===== src/rtl/adv7513_cfg_sequencer_if.sv =====
// Request/response signals between the ADV7513 config sequencer and the I2C master.
// The sequencer drives the write request; the I2C master returns done/fail from its slow clock domain.
interface adv7513_cfg_sequencer_if;
   logic       i2c_start;
   logic [6:0] i2c_slave_address;
   logic [7:0] i2c_byte0;
   logic [7:0] i2c_byte1;
   logic [2:0] i2c_byte_num;
   logic       i2c_done;
   logic       i2c_fail;

   modport master (
      output i2c_start, i2c_slave_address, i2c_byte0, i2c_byte1, i2c_byte_num,
      input  i2c_done, i2c_fail
   );

   modport slave (
      input  i2c_start, i2c_slave_address, i2c_byte0, i2c_byte1, i2c_byte_num,
      output i2c_done, i2c_fail
   );
endinterface


===== src/rtl/adv7513_cfg_sequencer.sv =====
// ADV7513 boot-time register writer: walks the LUT one I2C write at a time, with retry, timeout and hot-plug rerun.
// All outputs registered; i2c_start is held as a level until the I2C master resolves or the timeout expires.
module adv7513_cfg_sequencer #(
   parameter int         NUM_REGS    = 31,
   parameter logic [6:0] SLAVE_ADDR  = 7'h72,
   parameter int         POWERUP_CYC = 2_500_000,
   parameter int         GAP_CYC     = 5_000,
   parameter int         TIMEOUT_CYC = 500_000,
   parameter int         MAX_RETRIES = 3,
   parameter bit         HPD_REINIT  = 1'b1
) (
   input  logic                    clk_50,
   input  logic                    reset_al,
   input  logic                    hdmi_int,
   input  logic [15:0]             lut_data,
   output logic [5:0]              lut_index,
   output logic                    config_done,
   output logic                    config_error,
   output logic [1:0]              retry_count,
   adv7513_cfg_sequencer_if.master i2c
);
   localparam int CNT_A   = (POWERUP_CYC > GAP_CYC) ? POWERUP_CYC : GAP_CYC;
   localparam int CNT_MAX = (CNT_A > TIMEOUT_CYC) ? CNT_A : TIMEOUT_CYC;
   localparam int TW      = $clog2(CNT_MAX + 1);

   localparam logic [TW-1:0] PWR_LAST = TW'(POWERUP_CYC - 1);
   localparam logic [TW-1:0] GAP_LAST = TW'(GAP_CYC - 1);
   localparam logic [TW-1:0] TO_LAST  = TW'(TIMEOUT_CYC - 1);
   localparam logic [5:0]    IDX_LAST = 6'(NUM_REGS - 1);
   localparam logic [1:0]    RETRY_MAX = 2'(MAX_RETRIES);

   typedef enum logic [3:0] {
      S_PWRUP, S_LOAD, S_START, S_WAIT, S_OK, S_FAIL, S_GAP, S_DONE, S_ERR
   } state_t;

   state_t        state, state_next, gap_ret;
   logic [TW-1:0] timer;
   logic [2:0]    done_sr, fail_sr, hpd_sr;
   logic          start_q;
   logic [7:0]    byte0_q, byte1_q;

   // sr[1] is the synchronised level, sr[2] its previous value for edge detection
   wire done_evt = done_sr[1] & ~done_sr[2];
   wire fail_evt = fail_sr[1] & ~fail_sr[2];
   wire fail_s   = fail_sr[1];
   wire hpd_evt  = hpd_sr[1] & ~hpd_sr[2];

   assign i2c.i2c_start         = start_q;
   assign i2c.i2c_byte0         = byte0_q;
   assign i2c.i2c_byte1         = byte1_q;
   assign i2c.i2c_slave_address = SLAVE_ADDR;
   assign i2c.i2c_byte_num      = 3'd2;

   always_comb begin
      state_next = state;
      case (state)
         S_PWRUP: if (timer == PWR_LAST) state_next = S_LOAD;
         S_LOAD:  state_next = S_START;
         S_START: state_next = S_WAIT;
         S_WAIT: begin
            if (fail_evt || (done_evt && fail_s)) state_next = S_FAIL;
            else if (done_evt)                    state_next = S_OK;
            else if (timer == TO_LAST)            state_next = S_FAIL;
         end
         S_OK:    state_next = S_GAP;
         S_FAIL:  state_next = (retry_count < RETRY_MAX) ? S_GAP : S_ERR;
         S_GAP:   if (timer == GAP_LAST) state_next = gap_ret;
         S_DONE:  if (HPD_REINIT && hpd_evt) state_next = S_PWRUP;
         S_ERR:   state_next = S_ERR;
         default: state_next = S_PWRUP;
      endcase
   end

   always_ff @(posedge clk_50) begin
      if (!reset_al) begin
         state        <= S_PWRUP;
         gap_ret      <= S_LOAD;
         timer        <= '0;
         lut_index    <= '0;
         retry_count  <= '0;
         config_done  <= 1'b0;
         config_error <= 1'b0;
         start_q      <= 1'b0;
         byte0_q      <= '0;
         byte1_q      <= '0;
         done_sr      <= '0;
         fail_sr      <= '0;
         hpd_sr       <= '0;
      end else begin
         state   <= state_next;
         done_sr <= {done_sr[1:0], i2c.i2c_done};
         fail_sr <= {fail_sr[1:0], i2c.i2c_fail};
         hpd_sr  <= {hpd_sr[1:0], hdmi_int};

         // One shared timer: restarts on every state change, only runs in timed states
         if (state_next != state)
            timer <= '0;
         else if (state == S_PWRUP || state == S_GAP || state == S_WAIT)
            timer <= timer + 1'b1;

         start_q     <= (state_next == S_WAIT);
         config_done <= (state_next == S_DONE);

         case (state)
            S_LOAD: begin
               byte0_q <= lut_data[15:8];
               byte1_q <= lut_data[7:0];
            end
            S_OK: begin
               retry_count <= '0;
               if (lut_index == IDX_LAST) begin
                  gap_ret <= S_DONE;
               end else begin
                  gap_ret   <= S_LOAD;
                  lut_index <= lut_index + 6'd1;
               end
            end
            S_FAIL: begin
               gap_ret <= S_LOAD;
               if (retry_count < RETRY_MAX) retry_count  <= retry_count + 2'd1;
               else                         config_error <= 1'b1;
            end
            S_DONE: begin
               if (state_next == S_PWRUP) begin
                  lut_index   <= '0;
                  retry_count <= '0;
               end
            end
            default: ;
         endcase
      end
   end
endmodule


===== src/flat_wrapper.sv =====
// flat-port wrapper written by rule: the top's interface ports become plain ports
module adv7513_cfg_sequencer_flat 
#(
   parameter int         NUM_REGS    = 31,
   parameter logic [6:0] SLAVE_ADDR  = 7'h72,
   parameter int         POWERUP_CYC = 2_500_000,
   parameter int         GAP_CYC     = 5_000,
   parameter int         TIMEOUT_CYC = 500_000,
   parameter int         MAX_RETRIES = 3,
   parameter bit         HPD_REINIT  = 1'b1
)
  (clk_50, reset_al, hdmi_int, lut_data, lut_index, config_done, config_error, retry_count, i2c_i2c_start, i2c_i2c_slave_address, i2c_i2c_byte0, i2c_i2c_byte1, i2c_i2c_byte_num, i2c_i2c_done, i2c_i2c_fail);
  adv7513_cfg_sequencer_if i2c_i ();
  input  logic clk_50;
  input  logic reset_al;
  input  logic hdmi_int;
  input  logic [15:0] lut_data;
  output logic [5:0] lut_index;
  output logic config_done;
  output logic config_error;
  output logic [1:0] retry_count;
  output wire logic [$bits(i2c_i.i2c_start)-1:0] i2c_i2c_start;
  output wire logic [$bits(i2c_i.i2c_slave_address)-1:0] i2c_i2c_slave_address;
  output wire logic [$bits(i2c_i.i2c_byte0)-1:0] i2c_i2c_byte0;
  output wire logic [$bits(i2c_i.i2c_byte1)-1:0] i2c_i2c_byte1;
  output wire logic [$bits(i2c_i.i2c_byte_num)-1:0] i2c_i2c_byte_num;
  input wire logic [$bits(i2c_i.i2c_done)-1:0] i2c_i2c_done;
  input wire logic [$bits(i2c_i.i2c_fail)-1:0] i2c_i2c_fail;
  assign i2c_i2c_start = i2c_i.i2c_start;
  assign i2c_i2c_slave_address = i2c_i.i2c_slave_address;
  assign i2c_i2c_byte0 = i2c_i.i2c_byte0;
  assign i2c_i2c_byte1 = i2c_i.i2c_byte1;
  assign i2c_i2c_byte_num = i2c_i.i2c_byte_num;
  assign i2c_i.i2c_done = i2c_i2c_done;
  assign i2c_i.i2c_fail = i2c_i2c_fail;
  adv7513_cfg_sequencer #(.NUM_REGS(NUM_REGS), .SLAVE_ADDR(SLAVE_ADDR), .POWERUP_CYC(POWERUP_CYC), .GAP_CYC(GAP_CYC), .TIMEOUT_CYC(TIMEOUT_CYC), .MAX_RETRIES(MAX_RETRIES), .HPD_REINIT(HPD_REINIT)) u_core (.clk_50(clk_50), .reset_al(reset_al), .hdmi_int(hdmi_int), .lut_data(lut_data), .lut_index(lut_index), .config_done(config_done), .config_error(config_error), .retry_count(retry_count), .i2c(i2c_i));
endmodule

===== config.mk =====
export PLATFORM = sky130hd
export DESIGN_NAME = adv7513_cfg_sequencer_flat
export DESIGN_NICKNAME = d
export VERILOG_FILES = /design/src/rtl/adv7513_cfg_sequencer_if.sv /design/src/rtl/adv7513_cfg_sequencer.sv /design/src/flat_wrapper.sv
export SDC_FILE = /design/constraint.sdc
export NUM_CORES = 1
export LEC_CHECK = 0
export ABC_CLOCK_PERIOD_IN_PS = 2600
export CORE_UTILIZATION = 44
export DETAILED_ROUTE_END_ITERATION = 16
export HOLD_SLACK_MARGIN = 0.06
export PLACE_DENSITY = 0.72
export SLEW_MARGIN = 20
export SYNTH_ARGS = -nofsm -noshare
export SYNTH_HDL_FRONTEND = slang
export SYNTH_SLANG_ARGS = --single-unit

===== constraint.sdc =====
create_clock -name clk_50 -period 2.6 [get_ports clk_50]
set_clock_uncertainty 0.05 [all_clocks]
set_input_delay 0.26 -clock clk_50 [delete_from_list [all_inputs] [get_ports clk_50]]
set_output_delay 0.26 -clock clk_50 [all_outputs]
set_load 0.03 [all_outputs]

**After elaboration in Yosys (flattened, before gate mapping)**

Cells that the tools add are included.

- Bits in registers: 66
- Input bits: 21
- Output and inout bits: 37
- Word-level logic and storage cells: 72

- Add/sub/neg operators: 3
- Magnitude comparators: 1
- Eq/ne operators: 18
- Muxes and demuxes: 16
- Bitwise logic cells: 8
- Reduce and logical (&&, ||, !) cells: 13

Operator list:

| operator | number |
|---|---|
| $pmux W4 S9 | 1 |
| $mux W4 | 7 |
| $add A22 B1 Y22 const B | 1 |
| $eq A22 B13 Y1 const B | 1 |
| $eq A22 B19 Y1 const B | 1 |
| $eq A22 B22 Y1 const B | 1 |
| $eq A4 B3 Y1 const B | 5 |
| $eq A4 B2 Y1 const B | 3 |
| $mux W6 | 2 |
| $pmux W6 S2 | 1 |
| $logic_not A4 Y1 | 2 |
| $pmux W4 S2 | 1 |
| $add A6 B1 Y6 const B | 1 |
| $eq A6 B5 Y1 const B | 1 |
| $pmux W2 S3 | 1 |
| $reduce_and A3 Y1 | 2 |
| $not A1 Y1 | 5 |
| $eq A4 B1 Y1 const B | 1 |
| $eq A4 B4 Y1 const B | 1 |
| $mux W2 | 2 |
| $ne A2 B1 Y1 const B | 2 |
| $ne A4 B4 Y1 | 1 |
| $reduce_bool A2 Y1 | 2 |
| $and A1 B1 Y1 | 3 |
| 9 further kinds | 11 |

**Depth between registers and ports, before layout**

- Depth after elaboration: 9
- Gate-level depth with buffers: 8
- Gate-level depth less buffers: 8

**Worst setup path after synthesis**

OpenSTA, ideal clock, no wires.

- Kind: register to register
- Start: reg u_core.timer[0]
- End: reg u_core.timer[19]
- Setup time: 0.124 ns
- Arrival time: 2.176 ns
- Data required time: 2.426 ns
- Slack: 0.250 ns
- Stages on the path, launching flop included: 9
- Path buffers: 1
- Clock period less this slack: 2.350 ns
- Cells stage by stage: dfxtp_1 ha_1 nand4_1 or4_1 a2111oi_1 o21ai_1 xor2_1 buf_2 nor3_2

- Word-level cells in the longest chain between the ends: 7
- Elaborated cells between the ends (all ways): 12
- Classes of those cells: add/sub (1); eq/ne (4); mux (6); reduce/logical (1)

RTL lines:

| item | RTL line | source |
|---|---|---|
| from (decl) | adv7513_cfg_sequencer.sv:37 | `logic [TW-1:0] timer;` |
| from (signal assigned) | adv7513_cfg_sequencer.sv:99 | `timer <= timer + 1'b1;` |
| $eq A22 B19 Y1 | adv7513_cfg_sequencer.sv:63 | `else if (timer == TO_LAST) state_next = S_FAIL;` |
| $mux W4 | adv7513_cfg_sequencer.sv:63 |  |
| $mux W4 | adv7513_cfg_sequencer.sv:62 | `else if (done_evt) state_next = S_OK;` |
| $mux W4 | adv7513_cfg_sequencer.sv:61 | `if (fail_evt \|\| (done_evt && fail_s)) state_next = S_FAIL;` |
| $pmux W4 S9 | adv7513_cfg_sequencer.sv:56 | `case (state)` |
| $ne A4 B4 Y1 | adv7513_cfg_sequencer.sv:96 | `if (state_next != state)` |
| $reduce_or A2 Y1 (no source line) | -- |  |

Several ways; a longest one is shown, not always the timed one.
A chain may end at the register's enable or synchronous reset.

**Worst setup path in the final report**

- Start: reg u_core.timer[1]
- End: reg u_core.timer[18]

Same word-level chain as after synthesis.

==> results.sh <==
export IMPL_setup_viol=0
export IMPL_numCtsBuffers=9
export IMPL_min_path_type="register to register"
export IMPL_h_tree_depth=3
export IMPL_slew_viol_final=0
export IMPL_holdBufCountCts=0
export IMPL_start_kind="register"
export IMPL_slew_headroom_pct=55.2
export IMPL_synth_area_leader_cell="dfxtp_1"
export IMPL_synthCells=346
export IMPL_ys_warn_count=0
export IMPL_clockBufferDepth=2
export IMPL_cp_data_arrival_time_ns=2.70
export IMPL_drive_gt1_share_pct=14.0
export IMPL_antenna_found_initial=0
export IMPL_fmax_mhz=404
export IMPL_cts_resized=0
export IMPL_die_h_um=85.8
export IMPL_nets=420
export IMPL_cts_setup_buffers=0
export IMPL_path_clk_slew_ns=0.08
export IMPL_synth_edf_count=0
export IMPL_fin_util_pct=57.5
export IMPL_period_share_pct=95.1
export IMPL_routedWlPerCell_um=13.6
export IMPL_yosysSeqAreaShare_pct=40.8
export IMPL_cap_violations=0
export IMPL_min_period_ns=2.47
export IMPL_worst_pin_slew_ns=0.671
export IMPL_drt_wl_total_um=6730
export IMPL_syn_mean_instance_area_um2=8.94
export IMPL_pin_count=58
export IMPL_drc=0
export IMPL_dr_total_vias=2603
export IMPL_post_layout_nonfiller_instances=496
export IMPL_std_cell_rows=30
export IMPL_die_area_um2=7370
export IMPL_diodes=0
export IMPL_async_flop_share_pct=0
export IMPL_path_class="register to register"
export IMPL_port_buffers=47
export IMPL_gp_congestion=0.794
export IMPL_dr_pass1_iters=4
export IMPL_multi_input_area_um2=1740
export IMPL_n_fill_cell=625
export IMPL_synth_top_cells_by_area="dfxtp_1 41%, nand2_1 6.2%, nor3_2 6.2%"
export IMPL_first_global_vias=2448
export IMPL_synth_main_ff_cell="dfxtp_1"
export IMPL_grt_pass1_wl_um=11100
export IMPL_overflow=0
export IMPL_track_usage_pct=19.2
export IMPL_die_w_um=85.8
export IMPL_insertion_delay_ns=0.35
export IMPL_ys_types=51
export IMPL_status="finished clean"
export IMPL_clkSinkCount=63
export IMPL_yosys_area_top_type_share_pct=40.8
export IMPL_critPathMaxFanout=7
export IMPL_drtAntennaViolNets=0
export IMPL_drt_iter0_markers=161
export IMPL_cts_root_buf="clkbuf_8"
export IMPL_core_area_um2=6790
export IMPL_initial_core_util_pct=45.5
export IMPL_via_per_inst=5.25
export IMPL_p_leak_nw=1.41
export IMPL_dpl_cell_count=477
export IMPL_hpwlAfterDp_um=4440
export IMPL_yosys_register_bits=63
export IMPL_cts_tree="done"
export IMPL_ir_drop_mv=0.326
export IMPL_worstSetupEndpointType="register"
export IMPL_power_density_nw_per_um2=526
export IMPL_grt_max_degree=38
export IMPL_synthToLayoutAreaGrowth_pct=26.4
export IMPL_final_hold_violation_count=0
export IMPL_ff_latch_area_um2=1260
export IMPL_critical_path_required_ns=2.83
export IMPL_netlist_area_um2=3090
[cells by family (layout without fill, tap and decap cells)]
kind of cell / after synthesis / count (layout) / synth area share [%]
simple gates: 171 / 171 / 32.8
compound gates: 49 / 49 / 11.1
xor+xnor: 23 / 23 / 6.52
fa+ha+maj: 4 / 4 / 1.62
buf+inv: 30 / 73 / 5.46
other cells: 2 / 10 / 0.243
mux: 4 / 7 / 1.46
flops: 63 / 63 / 40.8
[sequential cells by signal (all words and copies together), names as in the netlist, 2 cells and up]
signal,count
u_core.i2c.i2c_byte0,8
u_core.timer,22
u_core.fail_sr,3
u_core.i2c.i2c_byte1,8
u_core.lut_index,6
u_core.state,4
u_core.done_sr,3
u_core.hpd_sr,3
u_core.retry_count,2
[report_power, final]
part           internal (mW)  switching, mW
clock                  0.570          0.403
combinational         0.0485         0.0526
sequential             0.975        0.00797
[worst max-delay path, stage by stage, from the launching register on]
cell and delay [ns]:
dfxtp_1 0.39, ha_1 0.22, nand4_1 0.10, or4_1 0.45, or2_1 0.25, o211a_2 0.35
mux2_4 0.39, nor3_1 0.19
[synth_stat cells (5+ instances only)]
library cell  instances
and2_1               11
a21boi_0             19
nor4_1                5
clkbuf_1             12
o21ai_0               9
buf_4                10
nor3_2               19
xor2_1               18
nor3_1                9
nor2_1               10
nor2b_1              10
nand4_1              11
xnor2_1               5
dfxtp_1              63
nand2_1              51
and3_1                5
nand3_1              12
[final timing paths]
kind,endpoint,cells after the start,slack (ns),from
max,u_core.timer[18]$_SDFFE_PP0P_,7,0.13,u_core.timer[1]$_SDFFE_PP0P_
min,u_core.hpd_sr[1]$_SDFF_PN0_,1,0.39,u_core.hpd_sr[0]$_SDFF_PN0_
max reg2reg,u_core.timer[18]$_SDFFE_PP0P_,7,0.13,u_core.timer[1]$_SDFFE_PP0P_
min reg2reg,u_core.hpd_sr[1]$_SDFF_PN0_,1,0.39,u_core.hpd_sr[0]$_SDFF_PN0_
[final cells by class]
| type | count | share of cell area [%] |
|---|---|---|
| multi-input cells | 264 | 44.6 |
| flip-flops and latches | 63 | 32.3 |
| repair buffers | 56 | 14.1 |
| clock buffers | 10 | 3.52 |
| well taps | 96 | 3.07 |
| clock inverters | 6 | 2.37 |
| inverters | 1 | 0.0960 |
[metal layers]
metal / track usage [%] / routed length, um / vias to the layer above
li1: - / - / 1301
met1: 23.1 / 2950 / 1195
met2: 31.6 / 3120 / 92
met3: 5.77 / 503 / 15
met4: 9.09 / 158 / 0
met5: 0 / 0 / -
[placed cells by master (no fill, tap or decap), types with 3 or more instances in the layout]
| cell type | count |
|---|---|
| dfxtp_1 | 62 |
| clkdlybuf4s50_1 | 47 |
| nor2_1 | 10 |
| ha_1 | 4 |
| nor4bb_1 | 3 |
| clkbuf_8 | 10 |
| xnor2_1 | 5 |
| a31oi_1 | 4 |
| nand3b_1 | 3 |
| nor2b_1 | 10 |
| nand4_1 | 11 |
| nand2_1 | 51 |
| and4_1 | 3 |
| nand3_1 | 12 |
| xor2_1 | 17 |
| nor3_1 | 9 |
| a21boi_0 | 19 |
| conb_1 | 10 |
| or3_1 | 3 |
| nor3_2 | 19 |
| nor4b_1 | 3 |
| nand2b_1 | 3 |
| and2_1 | 11 |
| mux2i_1 | 3 |
| nor4_1 | 5 |
| and3_1 | 5 |
| o21ai_0 | 9 |
| nor3b_1 | 4 |
| a21oi_1 | 3 |
| buf_4 | 8 |
[through the flow]
step	hold WS [ns]	setup slack [ns]	cell area (um2)	TNS [ns]	power, mW
after global placement	0.367	0.206	3630	0	1.10
after global routing	0.410	-0.0249	3910	-0.0381	2.14
final	0.388	0.126	3910	0	2.06
after floorplan	0.337	0.250	3120	0	1.08
after CTS	0.391	0.0752	3860	0	2.08
after detailed placement	0.372	0.104	3630	0	1.10
Note: power is estimated with default switching activity, not from simulation.
